`src/rtl/handshake_pkg.sv`:
```
// Shared definitions for the valid/ack handshake master family:
// FSM state encoding and a counter-width helper.
package handshake_pkg;

  localparam int STATE_W = 2;

  typedef enum logic [STATE_W-1:0] {
    IDLE     = 2'd0,
    SEND     = 2'd1,
    WAIT_ACK = 2'd2,
    BACKOFF  = 2'd3
  } state_t;

  // Bits needed to hold 0..max_val; never narrower than one bit.
  function automatic int count_width(input int max_val);
    return (max_val < 1) ? 1 : $clog2(max_val + 1);
  endfunction

endpackage

```
`src/rtl/hs_fifo.sv`:
```
// Synchronous FIFO with a combinational head and an occupancy count that is
// one bit wider than a pointer, so full and empty never alias.
module hs_fifo #(
  parameter int DATA_W = 8,
  parameter int DEPTH  = 4
) (
  input  logic                   clk,
  input  logic                   rstn,
  input  logic                   push,
  input  logic                   pop,
  input  logic [DATA_W-1:0]      wdata,
  output logic [DATA_W-1:0]      rdata,
  output logic [$clog2(DEPTH):0] level,
  output logic                   full,
  output logic                   empty
);

  localparam int PTR_W   = $clog2(DEPTH);
  localparam int LEVEL_W = PTR_W + 1;

  logic [DATA_W-1:0] mem [DEPTH];
  logic [PTR_W-1:0]  wr_ptr;
  logic [PTR_W-1:0]  rd_ptr;
  logic              do_push;
  logic              do_pop;

  // A full FIFO refuses a push even when a pop happens on the same edge.
  assign full    = (level == LEVEL_W'(DEPTH));
  assign empty   = (level == '0);
  assign do_push = push & ~full;
  assign do_pop  = pop & ~empty;
  assign rdata   = mem[rd_ptr];

  always_ff @(posedge clk or negedge rstn) begin
    if (!rstn) begin
      wr_ptr <= '0;
      rd_ptr <= '0;
      level  <= '0;
    end else begin
      if (do_push) wr_ptr <= wr_ptr + PTR_W'(1);
      if (do_pop)  rd_ptr <= rd_ptr + PTR_W'(1);
      case ({do_push, do_pop})
        2'b10:   level <= level + LEVEL_W'(1);
        2'b01:   level <= level - LEVEL_W'(1);
        default: level <= level;
      endcase
    end
  end

  always_ff @(posedge clk) begin
    if (do_push) mem[wr_ptr] <= wdata;
  end

endmodule

```
`src/rtl/handshake_master_fifo.sv`:
```
// FIFO-fed valid/ack master: drains queued words one at a time with a
// per-attempt ack timeout, bounded retries and an err pulse on drops.
module handshake_master_fifo
  import handshake_pkg::*;
#(
  parameter int DATA_W    = 8,
  parameter int DEPTH     = 4,
  parameter int TIMEOUT   = 16,
  parameter int MAX_RETRY = 3
) (
  input  logic                   clk,
  input  logic                   rstn,
  input  logic                   in_valid,
  output logic                   in_ready,
  input  logic [DATA_W-1:0]      in_data,
  input  logic                   ack,
  output logic                   valid,
  output logic [DATA_W-1:0]      data,
  output logic                   err,
  output logic [$clog2(DEPTH):0] level,
  output logic                   busy
);

  localparam int TIMER_W = count_width(TIMEOUT);
  localparam int RETRY_W = count_width(MAX_RETRY);
  localparam bit TIMEOUT_EN = (TIMEOUT > 0);
  localparam logic [TIMER_W-1:0] TIMER_LAST = TIMER_W'((TIMEOUT > 0) ? TIMEOUT - 1 : 0);
  localparam logic [RETRY_W-1:0] RETRY_LAST = RETRY_W'(MAX_RETRY);

  state_t              ps;
  state_t              ns;
  logic [TIMER_W-1:0]  timer;
  logic [TIMER_W-1:0]  timer_nx;
  logic [RETRY_W-1:0]  retry;
  logic [RETRY_W-1:0]  retry_nx;
  logic                valid_nx;
  logic [DATA_W-1:0]   data_nx;
  logic                err_nx;
  logic                pop;
  logic [DATA_W-1:0]   head;
  logic                fifo_full;
  logic                fifo_empty;

  hs_fifo #(
    .DATA_W (DATA_W),
    .DEPTH  (DEPTH)
  ) u_fifo (
    .clk   (clk),
    .rstn  (rstn),
    .push  (in_valid),
    .pop   (pop),
    .wdata (in_data),
    .rdata (head),
    .level (level),
    .full  (fifo_full),
    .empty (fifo_empty)
  );

  assign in_ready = ~fifo_full;
  assign busy     = (ps != IDLE) || !fifo_empty;

  // Ack beats a timeout on the same edge; ack is ignored outside WAIT_ACK.
  always_comb begin
    ns       = ps;
    timer_nx = timer;
    retry_nx = retry;
    valid_nx = valid;
    data_nx  = data;
    err_nx   = 1'b0;
    pop      = 1'b0;
    case (ps)
      IDLE: begin
        valid_nx = 1'b0;
        if (!fifo_empty) ns = SEND;
      end
      SEND: begin
        pop      = 1'b1;
        data_nx  = head;
        valid_nx = 1'b1;
        timer_nx = '0;
        retry_nx = '0;
        ns       = WAIT_ACK;
      end
      WAIT_ACK: begin
        if (ack) begin
          valid_nx = 1'b0;
          ns       = IDLE;
        end else if (TIMEOUT_EN && (timer == TIMER_LAST)) begin
          valid_nx = 1'b0;
          if (retry < RETRY_LAST) begin
            retry_nx = retry + RETRY_W'(1);
            ns       = BACKOFF;
          end else begin
            err_nx = 1'b1;
            ns     = IDLE;
          end
        end else if (TIMEOUT_EN) begin
          timer_nx = timer + TIMER_W'(1);
        end
      end
      BACKOFF: begin
        valid_nx = 1'b1;
        timer_nx = '0;
        ns       = WAIT_ACK;
      end
      default: ns = IDLE;
    endcase
  end

  always_ff @(posedge clk or negedge rstn) begin
    if (!rstn) begin
      ps    <= IDLE;
      timer <= '0;
      retry <= '0;
      valid <= 1'b0;
      data  <= '0;
      err   <= 1'b0;
    end else begin
      ps    <= ns;
      timer <= timer_nx;
      retry <= retry_nx;
      valid <= valid_nx;
      data  <= data_nx;
      err   <= err_nx;
    end
  end

endmodule

```
`config.mk`:
```
export PLATFORM = sky130hd
export DESIGN_NAME = handshake_master_fifo
export DESIGN_NICKNAME = d
export VERILOG_FILES = /design/src/rtl/handshake_pkg.sv /design/src/rtl/hs_fifo.sv /design/src/rtl/handshake_master_fifo.sv
export SDC_FILE = /design/constraint.sdc
export NUM_CORES = 1
export LEC_CHECK = 0
export BUFFER_PORTS_ARGS = -buffer_cell sky130_fd_sc_hd__buf_2
export CORE_ASPECT_RATIO = 1.1
export CORE_MARGIN = 2
export CORE_UTILIZATION = 62
export DETAILED_ROUTE_END_ITERATION = 12
export PLACE_DENSITY = 0.85
export SLEW_MARGIN = 20
export SYNTH_ARGS = -nofsm -noshare
export SYNTH_HDL_FRONTEND = slang
export SYNTH_SLANG_ARGS = --single-unit
```
`constraint.sdc`:
```
create_clock -name clk -period 4.07 [get_ports clk]
set_input_delay 0.814 -clock clk [delete_from_list [all_inputs] [get_ports clk]]
set_output_delay 0.814 -clock clk [all_outputs]
set_load 0.01 [all_outputs]
```
Word-level counts from Yosys, hierarchy flattened
Memory sizes are Yosys's and may differ from the RTL's. A register that Yosys moved wholly into a read port is not among the register bits.
Index checks and enable logic that the tools add are counted.
{"block": "classes", "n_addsub": 6, "n_lt_le_gt_ge": 1, "eq_ne": 13, "muxes": 23, "n_bitwise": 4, "n_reduce_logical": 13}
{"operator": "$mux 2", "count": 7}
{"operator": "$mux 5", "count": 2}
{"operator": "$ne 2x2->1 const B", "count": 5}
{"operator": "$pmux 5 s2", "count": 1}
{"operator": "$mux 1", "count": 9}
{"operator": "$reduce_bool 2->1", "count": 4}
{"operator": "$add 2x1->2 const B", "count": 3}
{"operator": "$eq 2x2->1 const B", "count": 3}
{"operator": "$pmux 2 s3", "count": 1}
{"operator": "$pmux 3 s2", "count": 1}
{"operator": "$add 5x1->5 const B", "count": 1}
{"operator": "$eq 5x4->1 const B", "count": 1}
{"operator": "$eq 2x1->1 const B", "count": 2}
{"operator": "$pmux 2 s2", "count": 1}
{"operator": "$reduce_and 4->1", "count": 1}
{"operator": "$add 3x1->3 const B", "count": 1}
{"operator": "$eq 3x3->1 const B", "count": 1}
{"operator": "$logic_not 3->1", "count": 1}
{"operator": "$ne 3x3->1 const B", "count": 1}
{"operator": "$pmux 1 s3", "count": 1}
{"operator": "$reduce_and 3->1", "count": 1}
{"operator": "$sub 3x1->3 const B", "count": 1}
{"operator": "$and 1x1->1", "count": 2}
{"operator": "$logic_not 1->1", "count": 2}
{"operator": "6 further kinds", "count": 7}
{"block": "totals", "ff_bits": 18, "ramBits": 32, "in_bits": 12, "elab_cells": 69, "mem_count": 1}
{"memory": "u_fifo.mem", "depth": 4, "width": 8, "read_ports": 1, "rd_ports_with_merged_regs": 1, "write_ports": 1, "line_no": "hs_fifo.sv:21", "text": "logic [DATA_W-1:0] mem [DEPTH];"}

Logic depth before layout (Yosys ltp)
{"block": "logic_depth", "word_depth": 5, "depth_mapped": 10, "depth_no_buf": 9}

Modules after synthesis
From an unflattened synthesis, not the netlist that was laid out.
{"block": "hier_totals", "hier_cells": 151, "area_unflattened_um2": 2473.6}
{"module": "hs_fifo", "n_inst": 1, "cells_each": 80, "area_per_inst_um2": 1584.0, "seq_area_each_um2": 1136.1}
{"module": "handshake_master_fifo", "n_inst": 1, "cells_each": 71, "area_per_inst_um2": 889.6, "seq_area_each_um2": 475.5}

Worst setup path after synthesis
Ideal clock, no wire load.
{"block": "synth_path", "path_type": "register to register", "from": "register u_fifo.level[0]", "to": "register u_fifo.level[2]", "setup_time_ns": 0.079, "t_arrival_ns": 2.042, "required_ns": 3.991, "path_slack_ns": 1.949, "path_stages_with_launch": 10, "path_buffers": 0, "synth_period_minus_slack_ns": 2.121, "path_cell_list": "dfrtp_1 > or3b_4 > and2_4 > inv_1 > ha_1 > inv_1 > fa_1 > xor2_1 > nor2_1 > xor2_1"}
{"block": "synth_between", "elab_chain_len": 5}
{"item": "from (decl)", "line_no": "hs_fifo.sv:13", "text": "output logic [$clog2(DEPTH):0] level,"}
{"item": "from (signal assigned)", "line_no": "hs_fifo.sv:43", "text": "2'b10: level <= level + LEVEL_W'(1);"}
{"item": "from (signal assigned)", "line_no": "hs_fifo.sv:44", "text": "2'b01: level <= level - LEVEL_W'(1);"}
{"item": "from (signal assigned)", "line_no": "hs_fifo.sv:45", "text": "default: level <= level;"}
{"item": "$eq 3x3->1 *", "line_no": "hs_fifo.sv:28", "text": "assign full = (level == LEVEL_W'(DEPTH));"}
{"item": "$not 1->1 *"}
{"item": "net in_ready", "line_no": "handshake_master_fifo.sv:14", "text": "output logic in_ready,"}
{"item": "$and 1x1->1 *", "line_no": "hs_fifo.sv:30", "text": "assign do_push = push & ~full;"}
{"item": "$eq 2x1->1 or $eq 2x2->1 (tied branches)", "line_no": "hs_fifo.sv:42", "text": "case ({do_push, do_pop})"}
{"item": "$pmux 3 s2 or $reduce_bool 2->1 (tied branches)"}
Mark *: on every way through the listed nets, which the timed path passes. The rest lies on a longest branch.
A chain may end at the register's enable or synchronous reset.

Worst setup path after layout
{"block": "layout_path", "from": "register ps[0]", "to": "register u_fifo.level[2]"}
{"block": "layout_between", "elab_chain_len": 5}
{"item": "from (decl)", "line_no": "handshake_master_fifo.sv:30", "text": "state_t ps;"}
{"item": "from (signal assigned)", "line_no": "handshake_master_fifo.sv:119", "text": "ps <= ns;"}
{"item": "$eq 2x1->1 *", "line_no": "handshake_master_fifo.sv:71", "text": "case (ps)"}
{"item": "$mux 1 *", "line_no": "handshake_master_fifo.sv:71"}
{"item": "$and 1x1->1 *", "line_no": "hs_fifo.sv:31", "text": "assign do_pop = pop & ~empty;"}
{"item": "net u_fifo.do_pop", "line_no": "hs_fifo.sv:25", "text": "logic do_pop;"}
{"item": "$eq 2x1->1 or $eq 2x2->1 (tied branches)", "line_no": "hs_fifo.sv:42"}
{"item": "$pmux 3 s2 or $reduce_bool 2->1 (tied branches)"}
Marked as above.

==> qor.csv <==
stage;metric;value;unit
timing;finalHoldViolations;0;
synth;synth_top_family_by_area;multiplexers;
worst_setup_path;crit_type;reg -> reg;
floorplanning;core_area;3710;µm²
final_layout;fillers;227;
cts;clock_path_buffers;2;
cts;clk_pin_slew_worst_paths;70;ps
synth;yosysSeqAreaShare;65.7;%
timing;fmax;397;MHz
synth;synth-seq-cells;58;
cts;h-tree-depth;3;
cts;cts-root-buf;clkbuf_8;
detailed_routing;drt_iter0_drc;69;
grt;grt.met3_usage;7.25;%
detailed_routing;wl_per_cell;16.8;µm
detailed_routing;num_vias;1316;
worst_setup_path;cp-end-kind;flip-flop;
timing;rsz0062_at_grt;no;
synth;synthTopCellsByArea;edfxtp_1 (39%), dfrtp_1 (27%), mux4_2 (5.5%);
synth;syn_area;2450;µm²
cts;cts_setup_buffers;0;
timing;finalCritPeriodShare;61.9;%
detailed_routing;antenna_violating_nets_post_route;0;
cts;cts_resized;0;
synth;synthArstFlopShare;44.8;%
grt;grt_max_degree;27;
worst_setup_path;arrival;2770;ps
synth;synthXorXnorAreaFrac;2.86;%
synth;synth-edff-count;32;
floorplanning;start_util;66.0;%
timing;worst_pin_slew;580;ps
cts;clock_latency;330;ps
power;peakVddDrop;0.000379;V
job;maxCapViolCount;0;
synth;synth_fa_ha_area_share;4.90;%
timing;slew_violations;0;
synth;yosysWarningCount;0;
power;powerDensity;707;nW/µm²
final_layout;drive_above_1_share;35.3;%
cts;cts_sinks;58;
timing;skew;8.17;ps
grt;antenna_found_initial;0;
floorplanning;rows;23;
placement;io_buffers;26;
cts;cts-buffers-inserted;9;
synth;muxShareOfSynthArea;13.2;%
synth;synthesis.nets;169;
floorplanning;die-area;4470;µm²
synth;synth_cell_type_count;39;
grt;grt_first_pass_wirelength;6650;µm
timing;min_period;2520;ps
synth;synth_common_cells;edfxtp_1 (32), dfrtp_1 (26), inv_1 (9), mux2_2 (9), nor2_1 (9);
synth;synth-compound-area-share;1.63;%
timing;tns;0;ps
synth;yosys.area.top_type;edfxtp_1;
detailed_routing;drtPass1Iterations;4;
synth;synth_area_per_cell;16.6;µm²
synth;synth_most_common_cell;edfxtp_1;
floorplanning;die_w;64.0;µm
placement;hpwl;2760;µm
final_layout;area_delta_synth_final;13.0;%
detailed_routing;drt-total-wl;3940;µm
timing;setup_viol;0;
timing;slew_headroom;61.3;%
outcome;status;completed;
grt;grt_overflow;0;
worst_setup_path;crit_required;4320;ps
power;total_power;1960;µW
grt;use_met1;23.8;%
synth;synth_cells;148;
min_path;hold_class;in -> async;
grt;use_met2;34.4;%
cts;ctsHoldBuffers;0;
cts;tritoncts;done;
synth;netlist.area_leader.share;39.2;%
floorplanning;die_h;69.9;µm
final_layout;final_nets;200;
grt;grt_pass1_vias;1406;
worst_setup_path;worstPathMaxFanout;18;
synth;synth_simple_gate_area_share;8.83;%
grt;grt.total_usage;20.5;%
final_layout;diodes;0;
detailed_routing;viasPerCell;5.62;
worst_setup_path;startpoint_type;flip-flop;
detailed_routing;drc_errors;0;
synth;synthFlopType;edfxtp_1;
placement;gp_congestion;0.717;
floorplanning;pin_count;27;
power;leakage;0.00115;µW
grt;top_usage_layer;met2;
-- cell families (layout without fill, tap and decap cells) --
kind of cell               count (synthesis)  after routing
AOI/OAI and AO/OA                          5              5
xor gates and xnor gates                   8              8
adders and majority gates                  9              9
buffers and inverters                     15             51
DFF                                       58             58
muxes                                     20             20
and+or+nand+nor                           33             33
-- power breakdown --
group | internal (µW) | leakage, µW | total (µW) | switching (µW)
clock network | 215 | 0.0000795 | 427 | 212
logic | 315 | 0.000453 | 578 | 262
registers | 801 | 0.000614 | 953 | 152
total | 1330 | 0.00115 | 1960 | 627
-- per-stage QoR --
stage	hold WS, ps	cells	instance area (µm²)	utilization (%)	setup slack [ps]
after global routing	506	234	2770	74.6	1380
after detailed placement	461	218	2610	70.3	1560
after global placement	464	218	2610	70.3	1730
after CTS	475	234	2770	74.6	1550
after floorplan	512	148	2450	-	1950
final	467	234	2770	74.6	1550
-- layout by cell type, fill, tap and decap left out, types with 4 or more instances in the layout --
cell and count:
inv_1 9, dfrtp_1 26, buf_2 26, clkbuf_8 9
mux2_2 9, nor2_1 9, ha_1 8, edfxtp_1 32
xor2_1 4, mux4_2 6, and3_2 4, xnor2_1 4
-- flip-flops by register name, summed over array words and instances (netlist names) --
signal / cells
u_fifo.mem: 32
data: 8
timer: 5
u_fifo.level: 3
ps: 2
retry: 2
u_fifo.rd_ptr: 2
u_fifo.wr_ptr: 2
err: 1
valid: 1
-- path summary, 6_finish.rpt --
kind,start,endpoint,slack (ps),cells after the start
max in group asynchronous,rstn,u_fifo.level[2],3220,1
max,ps[0],u_fifo.level[2],1550,8
min in group clk,valid,valid,470,1
min reg2reg,valid,valid,470,1
max reg2reg,ps[0],u_fifo.level[2],1550,8
min,rstn,err,470,1
-- worst max-delay path, stage by stage (launching register included) --
cell	delay (ps)
dfrtp_1	640
nand2b_1	400
nor2_1	300
ha_1	220
inv_1	70
fa_1	370
xor2_1	150
nor2_1	120
xor2_1	170
-- per-layer routing --
layer | vias to the layer above | wire length [µm]
met5 | - | 0
met4 | 0 | 57
met3 | 3 | 187
met2 | 29 | 2100
met1 | 673 | 1590
li1 | 611 | -
-- cell type report --
| type | count | area (µm²) | share of cell area [%] |
|---|---|---|---|
| Timing Repair Buffer | 26 | 130 | 4.70 |
| Multi-Input combinational cell | 75 | 771 | 27.8 |
| Clock buffer | 10 | 128 | 4.61 |
| Clock inverter | 6 | 33.8 | 1.22 |
| Sequential cell | 58 | 1610 | 58.2 |
| Inverter | 9 | 33.8 | 1.22 |
| Tap cell | 50 | 62.6 | 2.26 |
Power figures use the tool's default switching activity.
